**config.mk**
```make
export PLATFORM = sky130hd
export DESIGN_NAME = hcf_arbiter
export DESIGN_NICKNAME = d
export VERILOG_FILES = /design/src/rtl/hcf_pkg.sv /design/src/rtl/hcf_iter_core.sv /design/src/rtl/hcf_arbiter.sv
export SDC_FILE = /design/constraint.sdc
export NUM_CORES = 1
export LEC_CHECK = 0
export CORE_MARGIN = 5
export CORE_UTILIZATION = 54
export DETAILED_ROUTE_END_ITERATION = 12
export PLACE_DENSITY = 0.84
export SETUP_SLACK_MARGIN = 0.2
export SLEW_MARGIN = 20
export SYNTH_ARGS = -nofsm -noshare
export SYNTH_HDL_FRONTEND = slang
export SYNTH_SLANG_ARGS = --single-unit
```
**constraint.sdc**
```tcl
create_clock -name clk -period 3.75 [get_ports clk]
set_input_delay 0.9375 -clock clk [delete_from_list [all_inputs] [get_ports clk]]
set_output_delay 0.9375 -clock clk [all_outputs]
set_load 0.005 [all_outputs]
```
**src/rtl/hcf_pkg.sv**
```systemverilog
// rtl/hcf_pkg.sv - shared widths and FSM state encoding for the HCF arbiter slice
// Contents:
//   N_DEF, REQ_DEF, IDW_DEF  default operand width, requester count, ID width
//   state_t                  arbiter FSM states (IDLE / RUN / DONE)
package hcf_pkg;

  localparam int N_DEF   = 8;
  localparam int REQ_DEF = 4;
  localparam int IDW_DEF = 2;

  typedef enum logic [1:0] {
    ST_IDLE = 2'd0,
    ST_RUN  = 2'd1,
    ST_DONE = 2'd2
  } state_t;

endpackage

```
**src/rtl/hcf_iter_core.sv**
```systemverilog
// rtl/hcf_iter_core.sv - iterative subtract-based HCF engine, one step per clock
// Ports:
//   clk, rst_n      clock, asynchronous active-low reset
//   load            capture a_in/b_in, clear iteration count and done
//   a_in, b_in      operands sampled on load
//   step            perform one compare/subtract step (ignored once done)
//   done            registered: result is final
//   result          registered HCF value, valid while done=1
//   iters           number of subtraction steps taken so far
module hcf_iter_core
  import hcf_pkg::*;
#(
  parameter int N = N_DEF
) (
  input  logic         clk,
  input  logic         rst_n,
  input  logic         load,
  input  logic [N-1:0] a_in,
  input  logic [N-1:0] b_in,
  input  logic         step,
  output logic         done,
  output logic [N-1:0] result,
  output logic [N-1:0] iters
);

  logic [N-1:0] a_q, a_d;
  logic [N-1:0] b_q, b_d;
  logic [N-1:0] iters_q, iters_d;
  logic [N-1:0] result_q, result_d;
  logic         done_q, done_d;

  // Termination is decided on the step and latched into done_q, so the
  // caller sees a registered done one cycle after the final evaluation.
  always_comb begin
    a_d      = a_q;
    b_d      = b_q;
    iters_d  = iters_q;
    result_d = result_q;
    done_d   = done_q;
    if (load) begin
      a_d      = a_in;
      b_d      = b_in;
      iters_d  = '0;
      result_d = '0;
      done_d   = 1'b0;
    end else if (step && !done_q) begin
      if (a_q == '0) begin
        result_d = b_q;
        done_d   = 1'b1;
      end else if (b_q == '0) begin
        result_d = a_q;
        done_d   = 1'b1;
      end else if (a_q == b_q) begin
        result_d = a_q;
        done_d   = 1'b1;
      end else if (a_q > b_q) begin
        // Larger operand is always the minuend, so no underflow.
        a_d     = a_q - b_q;
        iters_d = iters_q + N'(1);
      end else begin
        b_d     = b_q - a_q;
        iters_d = iters_q + N'(1);
      end
    end
  end

  always_ff @(posedge clk or negedge rst_n) begin
    if (!rst_n) begin
      a_q      <= '0;
      b_q      <= '0;
      iters_q  <= '0;
      result_q <= '0;
      done_q   <= 1'b0;
    end else begin
      a_q      <= a_d;
      b_q      <= b_d;
      iters_q  <= iters_d;
      result_q <= result_d;
      done_q   <= done_d;
    end
  end

  assign done   = done_q;
  assign result = result_q;
  assign iters  = iters_q;

endmodule

```
**src/rtl/hcf_arbiter.sv**
```systemverilog
// rtl/hcf_arbiter.sv - round-robin front-end sharing one HCF engine among REQ requesters
// Ports:
//   clk, rst_n            clock, asynchronous active-low reset
//   req_valid[REQ]        per-requester request valid
//   req_a/req_b[REQ*N]    operands; requester i uses slice [i*N +: N]
//   req_ready[REQ]        one-hot accept, combinational, only in IDLE
//   resp_valid            result valid (DONE state)
//   resp_ready            consumer accepts result
//   resp_id               requester served
//   resp_hcf, resp_iters  HCF result and subtraction count
//   busy                  high whenever the FSM is not IDLE
module hcf_arbiter
  import hcf_pkg::*;
#(
  parameter int N   = N_DEF,
  parameter int REQ = REQ_DEF,
  parameter int IDW = IDW_DEF
) (
  input  logic             clk,
  input  logic             rst_n,
  input  logic [REQ-1:0]   req_valid,
  input  logic [REQ*N-1:0] req_a,
  input  logic [REQ*N-1:0] req_b,
  output logic [REQ-1:0]   req_ready,
  output logic             resp_valid,
  input  logic             resp_ready,
  output logic [IDW-1:0]   resp_id,
  output logic [N-1:0]     resp_hcf,
  output logic [N-1:0]     resp_iters,
  output logic             busy
);

  state_t         state_q, state_d;
  logic [IDW-1:0] ptr_q, ptr_d;
  logic [IDW-1:0] cur_id_q, cur_id_d;
  logic           resp_valid_q, resp_valid_d;
  logic [IDW-1:0] resp_id_q, resp_id_d;
  logic [N-1:0]   resp_hcf_q, resp_hcf_d;
  logic [N-1:0]   resp_iters_q, resp_iters_d;

  logic           grant_found;
  logic [IDW-1:0] grant_idx;
  logic           accept;
  logic [N-1:0]   sel_a;
  logic [N-1:0]   sel_b;
  logic           core_done;
  logic [N-1:0]   core_result;
  logic [N-1:0]   core_iters;

  // Round-robin search starting just after the last served requester.
  // Scanning k=1..REQ visits every index exactly once, ending on ptr itself,
  // so a lone requester can be served back-to-back.
  always_comb begin
    int             idx;
    logic [IDW-1:0] cand;
    grant_found = 1'b0;
    grant_idx   = '0;
    idx         = 0;
    cand        = '0;
    for (int k = 1; k <= REQ; k++) begin
      idx = int'(ptr_q) + k;
      if (idx >= REQ) idx = idx - REQ;
      cand = IDW'(idx);
      if (!grant_found && req_valid[cand]) begin
        grant_found = 1'b1;
        grant_idx   = cand;
      end
    end
  end

  always_comb begin
    req_ready = '0;
    if (state_q == ST_IDLE && grant_found) req_ready[grant_idx] = 1'b1;
  end

  // grant_found already implies req_valid[grant_idx], so the handshake
  // reduces to "IDLE with a grant".
  assign accept = (state_q == ST_IDLE) && grant_found;
  assign sel_a  = req_a[grant_idx*N +: N];
  assign sel_b  = req_b[grant_idx*N +: N];

  hcf_iter_core #(
    .N (N)
  ) u_core (
    .clk    (clk),
    .rst_n  (rst_n),
    .load   (accept),
    .a_in   (sel_a),
    .b_in   (sel_b),
    .step   (state_q == ST_RUN),
    .done   (core_done),
    .result (core_result),
    .iters  (core_iters)
  );

  always_comb begin
    state_d      = state_q;
    ptr_d        = ptr_q;
    cur_id_d     = cur_id_q;
    resp_valid_d = resp_valid_q;
    resp_id_d    = resp_id_q;
    resp_hcf_d   = resp_hcf_q;
    resp_iters_d = resp_iters_q;
    case (state_q)
      ST_IDLE: begin
        if (accept) begin
          state_d  = ST_RUN;
          ptr_d    = grant_idx;
          cur_id_d = grant_idx;
        end
      end
      ST_RUN: begin
        // Output registers only change here, so they stay stable for the
        // whole DONE period regardless of backpressure.
        if (core_done) begin
          state_d      = ST_DONE;
          resp_valid_d = 1'b1;
          resp_id_d    = cur_id_q;
          resp_hcf_d   = core_result;
          resp_iters_d = core_iters;
        end
      end
      ST_DONE: begin
        if (resp_ready) begin
          state_d      = ST_IDLE;
          resp_valid_d = 1'b0;
        end
      end
      default: begin
        state_d      = ST_IDLE;
        resp_valid_d = 1'b0;
      end
    endcase
  end

  always_ff @(posedge clk or negedge rst_n) begin
    if (!rst_n) begin
      state_q      <= ST_IDLE;
      ptr_q        <= IDW'(REQ - 1);
      cur_id_q     <= '0;
      resp_valid_q <= 1'b0;
      resp_id_q    <= '0;
      resp_hcf_q   <= '0;
      resp_iters_q <= '0;
    end else begin
      state_q      <= state_d;
      ptr_q        <= ptr_d;
      cur_id_q     <= cur_id_d;
      resp_valid_q <= resp_valid_d;
      resp_id_q    <= resp_id_d;
      resp_hcf_q   <= resp_hcf_d;
      resp_iters_q <= resp_iters_d;
    end
  end

  assign resp_valid = resp_valid_q;
  assign resp_id    = resp_id_q;
  assign resp_hcf   = resp_hcf_q;
  assign resp_iters = resp_iters_q;
  assign busy       = (state_q != ST_IDLE);

endmodule
```
==> key figures <==
Drt
  • Post-DRT Antenna Nets: 0
  • Wire length per cell: 18.16 um
  • DR iter-0 viols: 164
  • Residual DRC count: 0
  • Via count: 3218
  • Avg Vias per Cell: 5.675
  • DRT Pass-1 Iters: 4
  • Final wirelength: 10.30 mm

Synthesis
  • Sequential-to-total area share from yosys stat: 0.3827
  • Mux cell area share after synthesis: 0.1752
  • Post-synthesis simple-gate area fraction: 0.1453
  • Post-synth EDFFs: 0
  • Syn_area_per_cell: 10.16 um^2
  • Post-synth top area share: 0.3689
  • Synth Instances: 374
  • Asr flop ratio synth: 1.000
  • Mapped cell area: 3799 um^2
  • Yosys cell types: 57
  • Synth Area in Compound Gates: 0.1390
  • Adder-Cell Fraction of Synth Area: 0.06324
  • Combinational family with the most area after synthesis: multiplexers
  • Synth area leaders: dfrtp_1 37%, mux2i_1 9.2%, mux2_2 8.0%
  • Commonest cells post-synth: 56 x dfrtp_1, 35 x mux2i_1, 27 x mux2_2, 27 x nor2_1
  • Warnings from Yosys: 0
  • Post-synth top flop: dfrtp_1
  • Synth Area in XOR/XNOR: 0.03920
  • Post-synth net total: 463
  • Yosys reg bits: 58
  • Top-count cell post-synth: dfrtp_1
  • Leading area contributor after synthesis: dfrtp_1

Global routing
  • GRT Overall Usage: 0.2408
  • First-pass GRT wire length: 16.48 mm
  • GRT Max-Usage Layer: met2
  • GR Util met2: 0.3933
  • GR Util met3: 0.05689
  • GRT met1 Usage: 0.3034
  • Largest net degree at the start of global routing: 48
  • Initial antenna violation count: 0
  • Grt ovf: 0
  • Number of global-route vias before repair: 3351

Timing
  • Hold slack: 0.4925 ns
  • Highest clock rate: 289.7 MHz
  • Setup_tns: 0 ns
  • Tmin final: 3.452 ns
  • Slew @ Worst Pin: 0.9739 ns
  • Clock skew: 0.007128 ns
  • RSZ-0062 raised after global routing: true
  • Final setup vio count: 0
  • Max-slew violations: 0
  • Final hold violations: 0
  • Final Cycle Share: 0.9205
  • PnR worst setup slack: 0.2980 ns
  • Max_slew headroom: 0.3488

Worst setup path
  • CP Capture Type: output pin
  • Crit Path Category: in -> out
  • Slowest CP cell: clkdlybuf4s50_1
  • Delay-heaviest family, CP: buffers and inverters
  • Most used cell, CP: o21ai_1
  • CP Data Required Time: 2.81 ns
  • CP Data Arrival Time: 2.51 ns
  • Number of buffers and inverters on the critical path: 3
  • CP peak stage delay: 0.45 ns
  • Maximum fanout along the worst path: 7
  • CP cell instances: dlygate4sd2_1, o21ai_1, o21ai_1, a211o_1, buf_4, nand2_1, nor2_1, clkdlybuf4s50_1
  • Startpoint Class: primary input

Clocking
  • Root Buffer: clkbuf_8
  • TritonCTS clock tree: yes
  • H-tree levels: 3
  • Clk slew on worst S/H paths: 0.07 ns
  • Clock Tree Buf Depth: 2
  • Inserted Clock Buffers: 9
  • Hold buffers post-CTS: 0
  • Clock Sinks: 58
  • Post-CTS Setup Inserts: 0
  • Skew-Pair Late Insertion Delay: 0.34 ns

Placed design
  • RePlAce Congestion: 0.8907
  • Port Buffers: 94
  • Post-DP HPWL: 7.791 mm
  • Pre-CTS worst setup slack: -0.01863 ns
  • Dpl cells: 551

Layout
  • Fin util: 0.7407
  • Fill cells: 487
  • Layout cells sized above 1: 0.1699
  • Final nets: 555
  • Diodes inserted: 0
  • Area grow syn2layout: 33.20%
  • Final Instance Count excl. Fillers: 567

Outcome
  • Status: finished clean

Power
  • PD cells: 923.4 nW/um^2
  • Worst IR Drop VDD: 0.6557 mV
  • Pleak: 0.002381 uW

Floorplanning
  • Die area: 8812 um^2
  • Site Rows: 30
  • CORE AREA: 6832 um^2
  • # IOs: 95
  • Die Wd: 93.87 um
  • Initial Utilization: 0.5560
  • Die Height: 93.87 um

Hold path
  • Hold Path Class: reg -> reg

Run
  • Max_cap viols: 0
==> kinds of logic (layout without fill, tap and decap cells) <==
kind of cell | after synthesis | count (layout)
muxes | 63 | 63
xor gates and xnor gates | 17 | 17
AOI/OAI and AO/OA | 78 | 78
buffers and inverters | 43 | 140
and+or+nand+nor | 97 | 97
DFF | 58 | 58
adders and majority gates | 18 | 18
==> per-stage QoR <==
step / power (uW) / area (um^2)
after global routing: 5028 / 5060
after global placement: 3877 / 4800
after CTS: 4673 / 5050
final: 4672 / 5060
after detailed placement: 3959 / 4800
after floorplan: 3248 / 3799
==> layer usage <==
metal	wire length [um]	share of wire	vias to the layer above
met4	308	0.030	0
li1	-	-	1530
met5	0	0	-
met2	5179	0.50	86
met1	4244	0.41	1574
met3	564	0.055	28
==> worst reg2reg max path: cells and delay by family, from the launching register on <==
kind / cells / cell delay [ns]
compound gates: 3 / 0.80
fa+ha+maj: 2 / 0.63
buf+inv: 1 / 0.12
flops: 1 / 0.48
simple gates: 3 / 0.74
==> state kept, by name, summed over array words and instances (netlist names) <==
name and cells:
resp_hcf 8, resp_iters 8, u_core.a_q 8, u_core.b_q 8, u_core.iters 8, u_core.result 8, cur_id_q 2, ptr_q 2
resp_id 2, state_q 2, resp_valid 1, u_core.done 1
==> path summary, 6_finish.rpt <==
| path | startpoint | to | slack (ns) | depth (start not counted) |
|---|---|---|---|---|
| worst max-delay path | req_valid[1] | req_ready[0] | 0.30 | 8 |
| worst min-delay path | cur_id_q[1] | cur_id_q[1] | 0.49 | 2 |
| worst max register to register | u_core.a_q[0] | u_core.a_q[2] | 0.89 | 9 |
| worst min register to register | cur_id_q[1] | cur_id_q[1] | 0.49 | 2 |
| max in group asynchronous | rst_n | u_core.b_q[7] | 2.55 | 2 |
| min in group asynchronous | rst_n | u_core.iters[6] | 0.59 | 1 |
==> cell usage in the layout, fill, tap and decap left out, types with 3 or more instances in the layout <==
master and n:
nand3_1 4, a21o_1 3, and3_1 3, clkbuf_8 10, xor2_1 7, ha_1 16, nand2_1 24, dlymetal6s2s_1 3
dfrtp_1 56, mux2i_1 35, a21oi_1 24, o21ai_0 7, mux2_2 27, clkdlybuf4s50_1 86, or2_2 3, a211oi_1 4
nand4_1 6, nor2_1 26, xnor2_1 10, a311o_1 6, nand3b_1 3, o22ai_1 13, a22oi_1 3, a211o_1 3
buf_4 12, nand2b_1 3, inv_1 18, nor3_1 4, dlygate4sd2_1 4
==> what timing repair did <==
item	in CTS	in global routing
setup endpoints to repair	4	3
hold endpoints to repair	0	0
pin swaps	0	1
resized for setup	12	3
==> power by group <==
| part | internal (uW) | switching [uW] | total (uW) | leakage, uW |
|---|---|---|---|---|
| clock network | 393 | 277 | 670 | 0.000112 |
| logic | 1360 | 1480 | 2840 | 0.00153 |
| registers | 900 | 267 | 1170 | 0.000743 |
| total | 2650 | 2020 | 4670 | 0.00238 |
==> area by class of cell <==
class                           count  area [um^2]  share of cell area
Clock buffer                       10        137.6             0.02720
Timing Repair Buffer              105         1023              0.2023
Clock inverter                      6        90.09             0.01780
Tap cell                           96        120.1             0.02374
Sequential cell                    58         1454              0.2873
Multi-Input combinational cell    273         2163              0.4275
Inverter                           19        71.32             0.01409
(Power assumes the default switching activity.)
